### src/rtl/mem_stage_pkg.sv
// Shared types for the handshaked memory stage: funct3 access sizes, FSM states, lane count.
package mem_stage_pkg;

    localparam int XLEN_DEFAULT  = 32;
    localparam int LANES_DEFAULT = XLEN_DEFAULT / 8;

    typedef enum logic [2:0] {
        SZ_B  = 3'b000,
        SZ_H  = 3'b001,
        SZ_W  = 3'b010,
        SZ_BU = 3'b100,
        SZ_HU = 3'b101
    } mem_size_e;

    typedef enum logic {
        IDLE = 1'b0,
        WAIT = 1'b1
    } state_e;

endpackage

### src/rtl/mem_lane_align.sv
// Combinational lane steering: store replication and byte enables, load extraction and extension.
module mem_lane_align
    import mem_stage_pkg::*;
#(
    parameter int XLEN = 32
) (
    input  logic [2:0]                   size,
    input  logic [$clog2(XLEN/8)-1:0]    offset,
    input  logic [XLEN-1:0]              wdata_in,
    input  logic [XLEN-1:0]              rdata_in,
    output logic [XLEN-1:0]              wdata_out,
    output logic [XLEN/8-1:0]            be_out,
    output logic [XLEN-1:0]              rdata_out
);

    localparam int NB    = XLEN / 8;
    localparam int OFF_W = $clog2(NB);

    // Low offset bits below the access size are ignored, so misaligned accesses fall onto the aligned slot.
    localparam logic [OFF_W-1:0] H_MASK = ~OFF_W'(1);
    localparam logic [OFF_W-1:0] W_MASK = ~OFF_W'(3);
    localparam logic [NB-1:0]    BE_B   = NB'(1);
    localparam logic [NB-1:0]    BE_H   = NB'(3);
    localparam logic [NB-1:0]    BE_W   = NB'(15);

    logic [OFF_W-1:0] off_h;
    logic [OFF_W-1:0] off_w;
    logic [7:0]       byte_v;
    logic [15:0]      half_v;
    logic [31:0]      word_v;

    always_comb begin
        off_h     = offset & H_MASK;
        off_w     = offset & W_MASK;
        byte_v    = rdata_in[{offset, 3'b000} +: 8];
        half_v    = rdata_in[{off_h, 3'b000} +: 16];
        word_v    = rdata_in[{off_w, 3'b000} +: 32];
        wdata_out = {(NB/4){wdata_in[31:0]}};
        be_out    = BE_W << off_w;
        rdata_out = XLEN'($signed(word_v));
        case (size)
            SZ_B: begin
                wdata_out = {NB{wdata_in[7:0]}};
                be_out    = BE_B << offset;
                rdata_out = XLEN'($signed(byte_v));
            end
            SZ_BU: begin
                wdata_out = {NB{wdata_in[7:0]}};
                be_out    = BE_B << offset;
                rdata_out = XLEN'(byte_v);
            end
            SZ_H: begin
                wdata_out = {(NB/2){wdata_in[15:0]}};
                be_out    = BE_H << off_h;
                rdata_out = XLEN'($signed(half_v));
            end
            SZ_HU: begin
                wdata_out = {(NB/2){wdata_in[15:0]}};
                be_out    = BE_H << off_h;
                rdata_out = XLEN'(half_v);
            end
            default: begin
            end
        endcase
    end

endmodule

### src/rtl/mem_stage_hs.sv
// Pipeline memory stage with a req/ack data port and the M->W register.
// Optional build macro MEM_MISALIGN_TRAP_EN flags misaligned H/W accesses instead of issuing them.
module mem_stage_hs
    import mem_stage_pkg::*;
#(
    parameter int XLEN   = 32,
    parameter int RS_W   = 2,
    parameter int REG_AW = 5
) (
    input  logic                 clk,
    input  logic                 rst,
    input  logic                 RegWriteM,
    input  logic [RS_W-1:0]      ResultSrcM,
    input  logic                 MemReadM,
    input  logic                 MemWriteM,
    input  logic [2:0]           MemSizeM,
    input  logic [XLEN-1:0]      ALUResultM,
    input  logic [XLEN-1:0]      WriteDataM,
    input  logic [REG_AW-1:0]    RdM,
    output logic                 StallM,
    output logic                 mem_req,
    output logic                 mem_we,
    output logic [XLEN-1:0]      mem_addr,
    output logic [XLEN-1:0]      mem_wdata,
    output logic [XLEN/8-1:0]    mem_be,
    input  logic [XLEN-1:0]      mem_rdata,
    input  logic                 mem_ack,
    output logic                 RegWriteW,
    output logic [RS_W-1:0]      ResultSrcW,
    output logic [XLEN-1:0]      ALUResultW,
    output logic [XLEN-1:0]      ReadDataW,
    output logic [REG_AW-1:0]    RdW,
    output logic                 MisalignW,
    output state_e               state_dbg
);

    localparam int NB    = XLEN / 8;
    localparam int OFF_W = $clog2(NB);

    // Handshake: a transfer completes in any cycle where mem_req and mem_ack are both 1; once raised,
    // mem_req and its addr/we/wdata/be stay stable until that cycle. mem_ack with mem_req=0 is ignored.

    state_e              state_q, state_d;
    logic                reg_write_w_q, reg_write_w_d;
    logic [RS_W-1:0]     result_src_w_q, result_src_w_d;
    logic [XLEN-1:0]     alu_result_w_q, alu_result_w_d;
    logic [XLEN-1:0]     read_data_w_q, read_data_w_d;
    logic [REG_AW-1:0]   rd_w_q, rd_w_d;
    logic                misalign_w_q, misalign_w_d;

    logic [OFF_W-1:0]    offset;
    logic                access;
    logic                misalign_m;
    logic                go;
    logic [XLEN-1:0]     store_data;
    logic [NB-1:0]       store_be;
    logic [XLEN-1:0]     load_data;

    assign offset = ALUResultM[OFF_W-1:0];
    assign access = MemReadM | MemWriteM;

`ifdef MEM_MISALIGN_TRAP_EN
    always_comb begin
        misalign_m = 1'b0;
        if (access) begin
            case (MemSizeM)
                SZ_H, SZ_HU: misalign_m = offset[0];
                SZ_W:        misalign_m = (offset[1:0] != 2'b00);
                default:     misalign_m = 1'b0;
            endcase
        end
    end
`else
    assign misalign_m = 1'b0;
`endif

    assign go = access & ~misalign_m;

    mem_lane_align #(.XLEN(XLEN)) u_align (
        .size      (MemSizeM),
        .offset    (offset),
        .wdata_in  (WriteDataM),
        .rdata_in  (mem_rdata),
        .wdata_out (store_data),
        .be_out    (store_be),
        .rdata_out (load_data)
    );

    assign mem_addr  = {ALUResultM[XLEN-1:OFF_W], {OFF_W{1'b0}}};
    assign mem_wdata = store_data;
    assign mem_be    = MemWriteM ? store_be : {NB{1'b1}};
    assign mem_we    = mem_req & MemWriteM;

    always_comb begin
        state_d = state_q;
        mem_req = 1'b0;
        StallM  = 1'b0;
        if (!rst) begin
            case (state_q)
                IDLE: begin
                    if (go) begin
                        mem_req = 1'b1;
                        if (!mem_ack) begin
                            StallM  = 1'b1;
                            state_d = WAIT;
                        end
                    end
                end
                WAIT: begin
                    mem_req = 1'b1;
                    if (mem_ack) begin
                        state_d = IDLE;
                    end else begin
                        StallM = 1'b1;
                    end
                end
                default: state_d = IDLE;
            endcase
        end
    end

    always_comb begin
        reg_write_w_d  = RegWriteM & ~misalign_m;
        result_src_w_d = ResultSrcM;
        alu_result_w_d = ALUResultM;
        read_data_w_d  = (MemReadM & ~misalign_m) ? load_data : '0;
        rd_w_d         = RdM;
        misalign_w_d   = misalign_m;
        // A stalled cycle hands writeback a bubble; only the enables matter.
        if (StallM) begin
            reg_write_w_d = 1'b0;
            misalign_w_d  = 1'b0;
        end
    end

    always_ff @(posedge clk) begin
        if (rst) begin
            state_q        <= IDLE;
            reg_write_w_q  <= 1'b0;
            result_src_w_q <= '0;
            alu_result_w_q <= '0;
            read_data_w_q  <= '0;
            rd_w_q         <= '0;
            misalign_w_q   <= 1'b0;
        end else begin
            state_q        <= state_d;
            reg_write_w_q  <= reg_write_w_d;
            result_src_w_q <= result_src_w_d;
            alu_result_w_q <= alu_result_w_d;
            read_data_w_q  <= read_data_w_d;
            rd_w_q         <= rd_w_d;
            misalign_w_q   <= misalign_w_d;
        end
    end

    assign RegWriteW  = reg_write_w_q;
    assign ResultSrcW = result_src_w_q;
    assign ALUResultW = alu_result_w_q;
    assign ReadDataW  = read_data_w_q;
    assign RdW        = rd_w_q;
    assign MisalignW  = misalign_w_q;
    assign state_dbg  = state_q;

endmodule
### config.mk
export PLATFORM = sky130hd
export DESIGN_NAME = mem_stage_hs
export DESIGN_NICKNAME = d
export VERILOG_FILES = /design/src/rtl/mem_stage_pkg.sv /design/src/rtl/mem_lane_align.sv /design/src/rtl/mem_stage_hs.sv
export SDC_FILE = /design/constraint.sdc
export NUM_CORES = 1
export LEC_CHECK = 0
export ABC_AREA = 1
export CORE_MARGIN = 8
export CORE_UTILIZATION = 37
export CTS_CLUSTER_DIAMETER = 100
export DETAILED_ROUTE_END_ITERATION = 6
export GPL_TIMING_DRIVEN = 0
export PLACE_DENSITY = 0.87
export SYNTH_ARGS = -nofsm -noshare
export SYNTH_HDL_FRONTEND = slang
export SYNTH_SLANG_ARGS = --single-unit
export TNS_END_PERCENT = 20
### constraint.sdc
create_clock -name clk -period 2.5 [get_ports clk]
set_input_delay 0.5 -clock clk [delete_from_list [all_inputs] [get_ports clk]]
set_output_delay 0.5 -clock clk [all_outputs]
set_load 0.01 [all_outputs]
Yosys cells after proc, flatten, opt, wreduce, memory -nomap -nowiden
Index checks and enable logic that the tools add are counted.
{ "word_totals": {"reg_bits": 73, "latchBits": 0, "ramBits": 0, "romBits": 0, "output_inout_bits": 145, "word_cells": 33, "memories": 0} }
{ "op_classes": {"n_addsub": 0, "mul": 0, "div": 0, "magnitude_cmp": 0, "n_eq_ne": 3, "n_shift": 4, "mux": 11, "n_bitwise": 4, "n_reduce_logical": 5} }
{ "op_table": {"columns": ["op", "count"], "rows": [
  ["$pmux 32 s4", 1],
  ["$pmux 32 s2", 1],
  ["$shiftx 32x6->16", 1],
  ["$shiftx 32x6->8", 1],
  ["$pmux 4 s2", 1],
  ["$reduce_or 2->1", 4],
  ["$eq 3x3->1 const B", 2],
  ["$mux 1", 5],
  ["$mux 4", 1],
  ["$pmux 1 s2", 2],
  ["$shl 1x2->4 const A", 1],
  ["$shl 2x2->4 const A", 1],
  ["$eq 3x1->1 const B", 1],
  ["$logic_not 3->1", 1],
  ["$not 1->1", 2],
  ["$and 1x1->1", 1],
  ["$or 1x1->1", 1]
]} }

Logic depth before layout (Yosys ltp)
Gate-level depths: netlist of the first run.
{ "depth": {"depth_word": 5, "mapped_depth": 10, "depth_no_buf": 9} }

By module
Synthesis of the first run repeated with hierarchy kept, for this count alone.
{ "hier_totals": {"cells_unflattened": 511, "hier_area_um2": 3649.8} }
{ "by_module_without_submodules": {"columns": ["mod", "instances", "cells_each", "area_each_um2", "seq_area_each_um2"], "rows": [
  ["mem_stage_hs", 1, 274, 2472.4, 1461.4],
  ["mem_lane_align", 1, 237, 1177.4, 0.0]
]} }

Worst setup path after synthesis of the first run
No wires, ideal clock.
{ "synth_path": {"path_kind": "in2out", "startpoint": "input MemSizeM[1]", "endpoint": "output mem_wdata[25]", "arrival_ps": 1287, "required_time_ps": 2000, "path_slack_ps": 713, "path_stages": 5, "n_path_buf": 2, "cell_sequence": "buf_6 nor2_8 buf_1 nand2_1 o211ai_1"} }
{ "synth_between": {"elab_chain_cells": 3} }
{ "synth_lines": {"columns": ["element", "line_no", "rtl"], "rows": [
  ["start: declaration", "mem_stage_hs.sv:16", "input logic [2:0] MemSizeM,"],
  ["$eq 3x1->1 (tied with other cells)", "mem_lane_align.sv:41", "case (size)"],
  ["$reduce_or 2->1 (no line)", null, null],
  ["$pmux 32 s2 *", "mem_lane_align.sv:41", null],
  ["end: declaration", "mem_stage_hs.sv:24", "output logic [XLEN-1:0] mem_wdata,"]
]} }
Mark *: on every way between the ends. The rest lies on a longest branch, timed or not.

Worst setup path in the final report of the first run
{ "layout_path": {"startpoint": "input MemSizeM[0]", "endpoint": "output mem_wdata[26]"} }
Same word-level chain as after synthesis.

==> flow_metrics.py, run 1 <==
metrics = {
    "critical_path": {
        "worstPathRequired_ns": 2.00,
        "endpoint_kind": "output port",
        "path_cells": "clkdlybuf4s15_2 > nor2_8 > clkbuf_4 > nand2_1 > nand3_1 > clkdlybuf4s50_1",
        "arrival_ns": 1.91,
        "slowest_delay_ns": 0.58,
        "cpMaxStageDelayCell": "clkdlybuf4s50_1",
        "rrSetupSlack_ns": 1.62,
        "worstSetupStartpointType": "primary input",
        "worstSetupPathType": "primary input to output port",
        "crit_fanout": 10,
    },
    "detailed_routing": {
        "vias": 4052,
        "ant_nets": 0,
        "wl_per_cell_um": 17.0,
        "firstDrtPassIters": 7,
        "drt-total-wl_um": 15100,
        "drcViolationCount": 0,
        "viasPerCell": 4.58,
        "drt_iter0_drc": 235,
    },
    "yosys": {
        "yosysMostFrequentCell": "nand2_1",
        "yosysTopAreaCell": "dfxtp_1",
        "seq_area_frac_synth": 0.426,
        "synth_top_area_frac": 0.426,
        "synth_warnings": 0,
        "synth_common_cells": "nand2_1, inv_1, dfxtp_1",
        "synth_edf_count": 0,
        "synth_area_leaders": "dfxtp_1, nand2_1, buf_4, inv_1, nand3_1",
        "ys_seq_elements": 73,
        "postSynthCellCount": 504,
        "post_synth.cell_area_avg_um2": 6.81,
        "synth_cell_type_count": 25,
        "synth_top_flop_cell": "dfxtp_1",
        "synth-async-reset-ratio": 0,
        "netlist_area_um2": 3430,
    },
    "finish": {
        "syn2layout_area_growth_pct": 86.0,
        "diodes": 0,
        "final_cells": 884,
        "n_fill_cell": 696,
        "layout-drive-gt1-share": 0.113,
        "multi_input_area_um2": 1260,
        "register_area_um2": 1460,
        "nets": 880,
    },
    "clock_network": {
        "cts_buffer_depth": 2,
        "clk_pin_slew_ns": 0.08,
        "cts-htree-levels": 3,
        "clockRootBuffer": "clkbuf_8",
        "cts_tree": "yes",
        "clk_latency_ns": 0.34,
        "cts.sinks": 73,
        "numCtsBuffers": 9,
    },
    "power": {
        "p_sw_frac": 0.250,
        "irDropWorstVdd_v": 0.000391,
        "seqPwrFrac": 0.371,
        "p_switching_mw": 0.833,
        "p_leak_nw": 3.19,
        "power_density_nw_per_um2": 522,
        "p_int_mw": 2.50,
        "p_clk_frac": 0.375,
        "power_frac_comb": 0.253,
    },
    "sta": {
        "finalMaxSlewViolations": 0,
        "hold_viol": 0,
        "slew_headroom": 0.510,
        "fmax_ghz": 0.415,
        "skew_ns": 0.00836,
        "min_period_ns": 2.41,
        "worst_slew_pin_slew_ns": 0.733,
        "fin_crit_sh": 0.964,
        "whs_ns": 0.467,
        "setup_viol": 0,
        "rsz0062_at_grt": "no",
    },
    "die": {
        "die_width_um": 112,
        "fp.dieH_um": 112,
        "num_rows": 35,
        "start_util": 0.377,
        "die-area_um2": 12600,
        "core-area_um2": 9110,
        "ioPinCount": 257,
    },
    "outcome": {
        "status": "complete, no violations",
    },
    "global_route": {
        "overflow": 0,
        "grt_max_degree": 14,
        "grt_pass1_vias": 4253,
        "antenna_found_initial": 0,
        "grt_pass1_wl_um": 22500,
        "grt_use_total": 0.228,
    },
    "place": {
        "place_congestion": 0.898,
        "hpwl_um": 12700,
        "dp.cells": 868,
        "portBuffers": 251,
    },
    "job": {
        "cap_violations": 0,
    },
    "hold_path": {
        "hold_path_class": "primary input to register",
    },
}
## cells by family (layout without fill, tap and decap cells)
| kind of cell | after synthesis | count (layout) | share of synthesized area |
|---|---|---|---|
| AND/OR/NAND/NOR | 268 | 268 | 0.322 |
| other | 1 | 3 | 0.00109 |
| flip-flops | 73 | 73 | 0.426 |
| buffers and inverters | 143 | 410 | 0.213 |
| AO/OA/AOI/OAI | 19 | 19 | 0.0383 |
## cell usage in the layout (no fill, tap or decap), drive strengths merged
| cell | count |
|---|---|
| bufinv | 4 |
| dlygate4sd2 | 4 |
| or2 | 1 |
| dlymetal6s2s | 3 |
| nand2 | 168 |
| clkdlybuf4s15 | 1 |
| nand3 | 45 |
| conb | 3 |
| clkdlybuf4s50 | 243 |
| a31oi | 2 |
| o211ai | 5 |
| nor2 | 53 |
| o21ai | 4 |
| clkbuf | 20 |
| a21oi | 7 |
| inv | 82 |
| buf | 52 |
| o221ai | 1 |
| nand4 | 1 |
| dfxtp | 73 |
| clkinv | 1 |
## worst paths after layout
| path | from | to | cells after the start |
|---|---|---|---|
| worst min register to register | state_dbg | state_dbg | 4 |
| worst max-delay path | MemSizeM[0] | mem_wdata[26] | 6 |
| worst max register to register | state_dbg | RegWriteW | 5 |
| worst min-delay path | rst | ALUResultW[7] | 2 |
## per-stage QoR
step                setup slack, ns  instance area [µm²]  power (mW)  setup TNS, ns  utilization
floorplan                     0.713                 3440        1.58              0            -
global placement             -0.447                 6090        2.09          -8.03        0.669
detailed placement           -0.476                 6090        2.11          -8.79        0.669
CTS                        0.000186                 6380        3.36              0        0.700
global route                 0.0309                 6380        3.47              0        0.701
finish                       0.0892                 6380        3.33              0        0.701
## registers in the layout, indices dropped and copies added (netlist names)
| signal | count |
|---|---|
| ALUResultW | 32 |
| ResultSrcW | 2 |
| ReadDataW | 32 |
| RegWriteW | 1 |
| state_dbg | 1 |
| RdW | 5 |
## routing by layer
metal,share of wire,GRT usage,wire (µm),vias up
li1,-,-,-,1984
met1,0.35,0.214,5280,1820
met2,0.51,0.432,7760,233
met3,0.12,0.103,1810,15
met4,0.014,0.0665,216,0
met5,0,0,0,-
## area by class of cell
class | count | share of cell area
Timing Repair Buffer | 251 | 0.394
Sequential cell | 73 | 0.229
Multi-Input combinational cell | 290 | 0.197
Buffer | 62 | 0.0678
Inverter | 81 | 0.0476
Tap cell | 111 | 0.0218
Clock buffer | 10 | 0.0216
Clock inverter | 6 | 0.0216
## worst max-delay path: cells and delay by family
kind          cells  cell delay (ns)
buf+inv           3             1.07
simple gates      3             0.34
## what timing repair did
action                                  CTS  global route
setup buffers                             0             0
pin swaps                                 0             0
endpoints found under the setup margin   21             3
gates cloned                              0             0
resized for setup                        14             3
hold buffers                              0             0
## power by group through the flow
stage / Sequential, mW / Clock, mW / Combinational (mW)
global route: 1.24 / 1.32 / 0.904
CTS: 1.24 / 1.27 / 0.851
detailed placement: 1.26 / 0 / 0.845
finish: 1.24 / 1.25 / 0.844
floorplan: 1.29 / 0 / 0.288
global placement: 1.26 / 0 / 0.831
(Power assumes the default switching activity.)
==> inputs of run 2 (changes only) <==
Settings changed: CORE_AREA set to 8 8 95 97, CORE_MARGIN 8 to not set, CORE_UTILIZATION 37 to not set, DIE_AREA set to 0 0 103 105, DONT_BUFFER_PORTS set to 1, PLACE_DENSITY 0.87 to not set.
==> run 2 against run 1 <==
Sequential share of layout area is 16 points higher. Maximum frequency is 22% higher. Count of clock-buffer cells in the layout is 1 lower. Die area is 14% lower. Global-route usage is 3.9 points lower. Final cell count is 29% lower. Combinational power is 59% lower. Cell area is 41% lower. Power is 26% lower. Highest routed layer unchanged. Worst setup slack better by 0.43 ns. Worst hold slack worse by 0.22 ns. Critical endpoint is now mem_wdata[30]. Largest cell class is now flip-flops and latches.
==> flow_metrics.py, run 2 (synthesis results as in run 1) <==
metrics = {
    "place": {
        "dp_slack_ns": 0.510,
        "hpwl_um": 9030,
        "place_congestion": 0.833,
        "portBuffers": 0,
    },
    "finish": {
        "nets": 629,
        "final_cell_mix": "nand2_1, inv_1, dfxtp_1",
        "layout-drive-gt1-share": 0.157,
        "syn2layout_area_growth_pct": 9.30,
        "layout_commonest_cell": "nand2_1",
        "diodes": 0,
    },
    "power": {
        "irDropWorstVdd_v": 0.000211,
        "p_leak_nw": 2.16,
        "power_density_nw_per_um2": 659,
    },
    "clock_network": {
        "clk_pin_slew_ns": 0.09,
        "cts_tree": "yes",
        "cts-htree-levels": 3,
        "cts.sinks": 73,
        "clk_latency_ns": 0.33,
        "numCtsBuffers": 9,
        "cts_hold_buf": 0,
        "post_cts_buffers": 0,
        "ctsResizeCount": 0,
        "clockRootBuffer": "clkbuf_8",
        "cts_buffer_depth": 2,
    },
    "detailed_routing": {
        "drt_iter0_drc": 78,
        "ant_nets": 0,
        "wl_met1_um": 3630,
        "maxUsedRoutingLayer": "met4",
        "wl_per_cell_um": 17.1,
        "vias": 2935,
        "viasPerCell": 4.70,
        "drt-total-wl_um": 10700,
        "drcViolationCount": 0,
        "firstDrtPassIters": 4,
        "met2_wirelength_um": 5180,
        "routed-wl-met3_um": 1700,
    },
    "die": {
        "num_rows": 32,
        "die_width_um": 103,
        "die-area_um2": 10800,
        "fp.dieH_um": 105,
        "ioPinCount": 257,
        "start_util": 0.456,
        "core-area_um2": 7530,
    },
    "sta": {
        "slew_headroom": 0.481,
        "worst_slew_pin_slew_ns": 0.775,
        "finalMaxSlewViolations": 0,
        "fin_crit_sh": 0.793,
        "rsz0062_at_grt": "no",
        "setup_viol": 0,
        "skew_ns": 0.00000527,
        "tns_ns": 0,
        "setup_slack_ns": 0.518,
        "hold_viol": 0,
        "min_period_ns": 1.98,
        "fmax_ghz": 0.505,
    },
    "global_route": {
        "grt_max_degree": 16,
        "antenna_found_initial": 0,
        "overflow": 0,
        "grt_pass1_wl_um": 15800,
        "grt_use_total": 0.189,
        "grt_pass1_vias": 3042,
    },
    "critical_path": {
        "worstSetupPathType": "primary input to output port",
        "endpoint_kind": "output port",
        "arrival_ns": 1.48,
        "worstSetupStartpointType": "primary input",
        "crit_fanout": 10,
        "worstPathRequired_ns": 2.00,
    },
    "job": {
        "cap_violations": 0,
    },
    "outcome": {
        "status": "complete, no violations",
    },
    "hold_path": {
        "hold_path_class": "primary input to register",
    },
}
run 2: cell count changes in the layout (fill, tap and decap cells not counted), moves of 2 or more:
cell / before / now
dlygate4sd2_1: 4 / 0
dlymetal6s2s_1: 3 / 0
bufinv_16: 4 / 0
clkdlybuf4s50_1: 243 / 0
inv_6: 1 / 3
clkinvlp_4: 0 / 3
run 2: metal layers:
metal / global-route usage / vias up
met3: 0.106 / 18
met2: 0.329 / 182
met4: 0.0765 / 0
met5: 0 / -
met1: 0.176 / 1259
li1: - / 1476
run 2: cell type report:
| cell class | instances | area (µm²) |
|---|---|---|
| fillers | 773 | 3780 |
| flip-flops and latches | 73 | 1460 |
| multi-input cells | 290 | 1250 |
| inverters | 81 | 304 |
| plain buffers | 62 | 425 |
| well taps | 102 | 128 |
| clock buffers | 9 | 124 |
| clock inverters | 7 | 60.1 |
run 2: report_power, final:
group	internal [mW]	leakage (nW)	switching [mW]
Combinational	0.130	1.47	0.212
Clock	0.377	0.0848	0.474
Sequential	1.22	0.603	0.0567
Total	1.73	2.16	0.743
run 2: stage by stage:
step / power (mW) / area [µm²] / instances / hold WS [ns] / utilization
3_3_place_gp: 1.65 / 3570 / 608 / 0.609 / 0.474
6_report: 2.47 / 3750 / 624 / 0.251 / 0.498
2_1_floorplan: 1.58 / 3440 / 506 / 0.607 / -
5_1_grt: 2.60 / 3750 / 624 / 0.225 / 0.498
3_5_place_dp: 1.65 / 3570 / 608 / 0.611 / 0.474
4_1_cts: 2.51 / 3750 / 624 / 0.228 / 0.498
run 2: worst paths after layout:
check                 startpoint             end  slack [ns]  cells after the start
hold / removal    ALUResultM[16]  ALUResultW[16]        0.25                      2
setup reg to reg       state_dbg       state_dbg        1.44                      4
hold reg to reg        state_dbg       state_dbg        0.72                      4
setup / recovery     MemSizeM[1]   mem_wdata[30]        0.52                      5
run 2: critical path, stage by stage:
cell and delay (ns):
buf_6 0.13, nor2_8 0.16, clkbuf_1 0.37, nand2_1 0.13, nand3_1 0.18
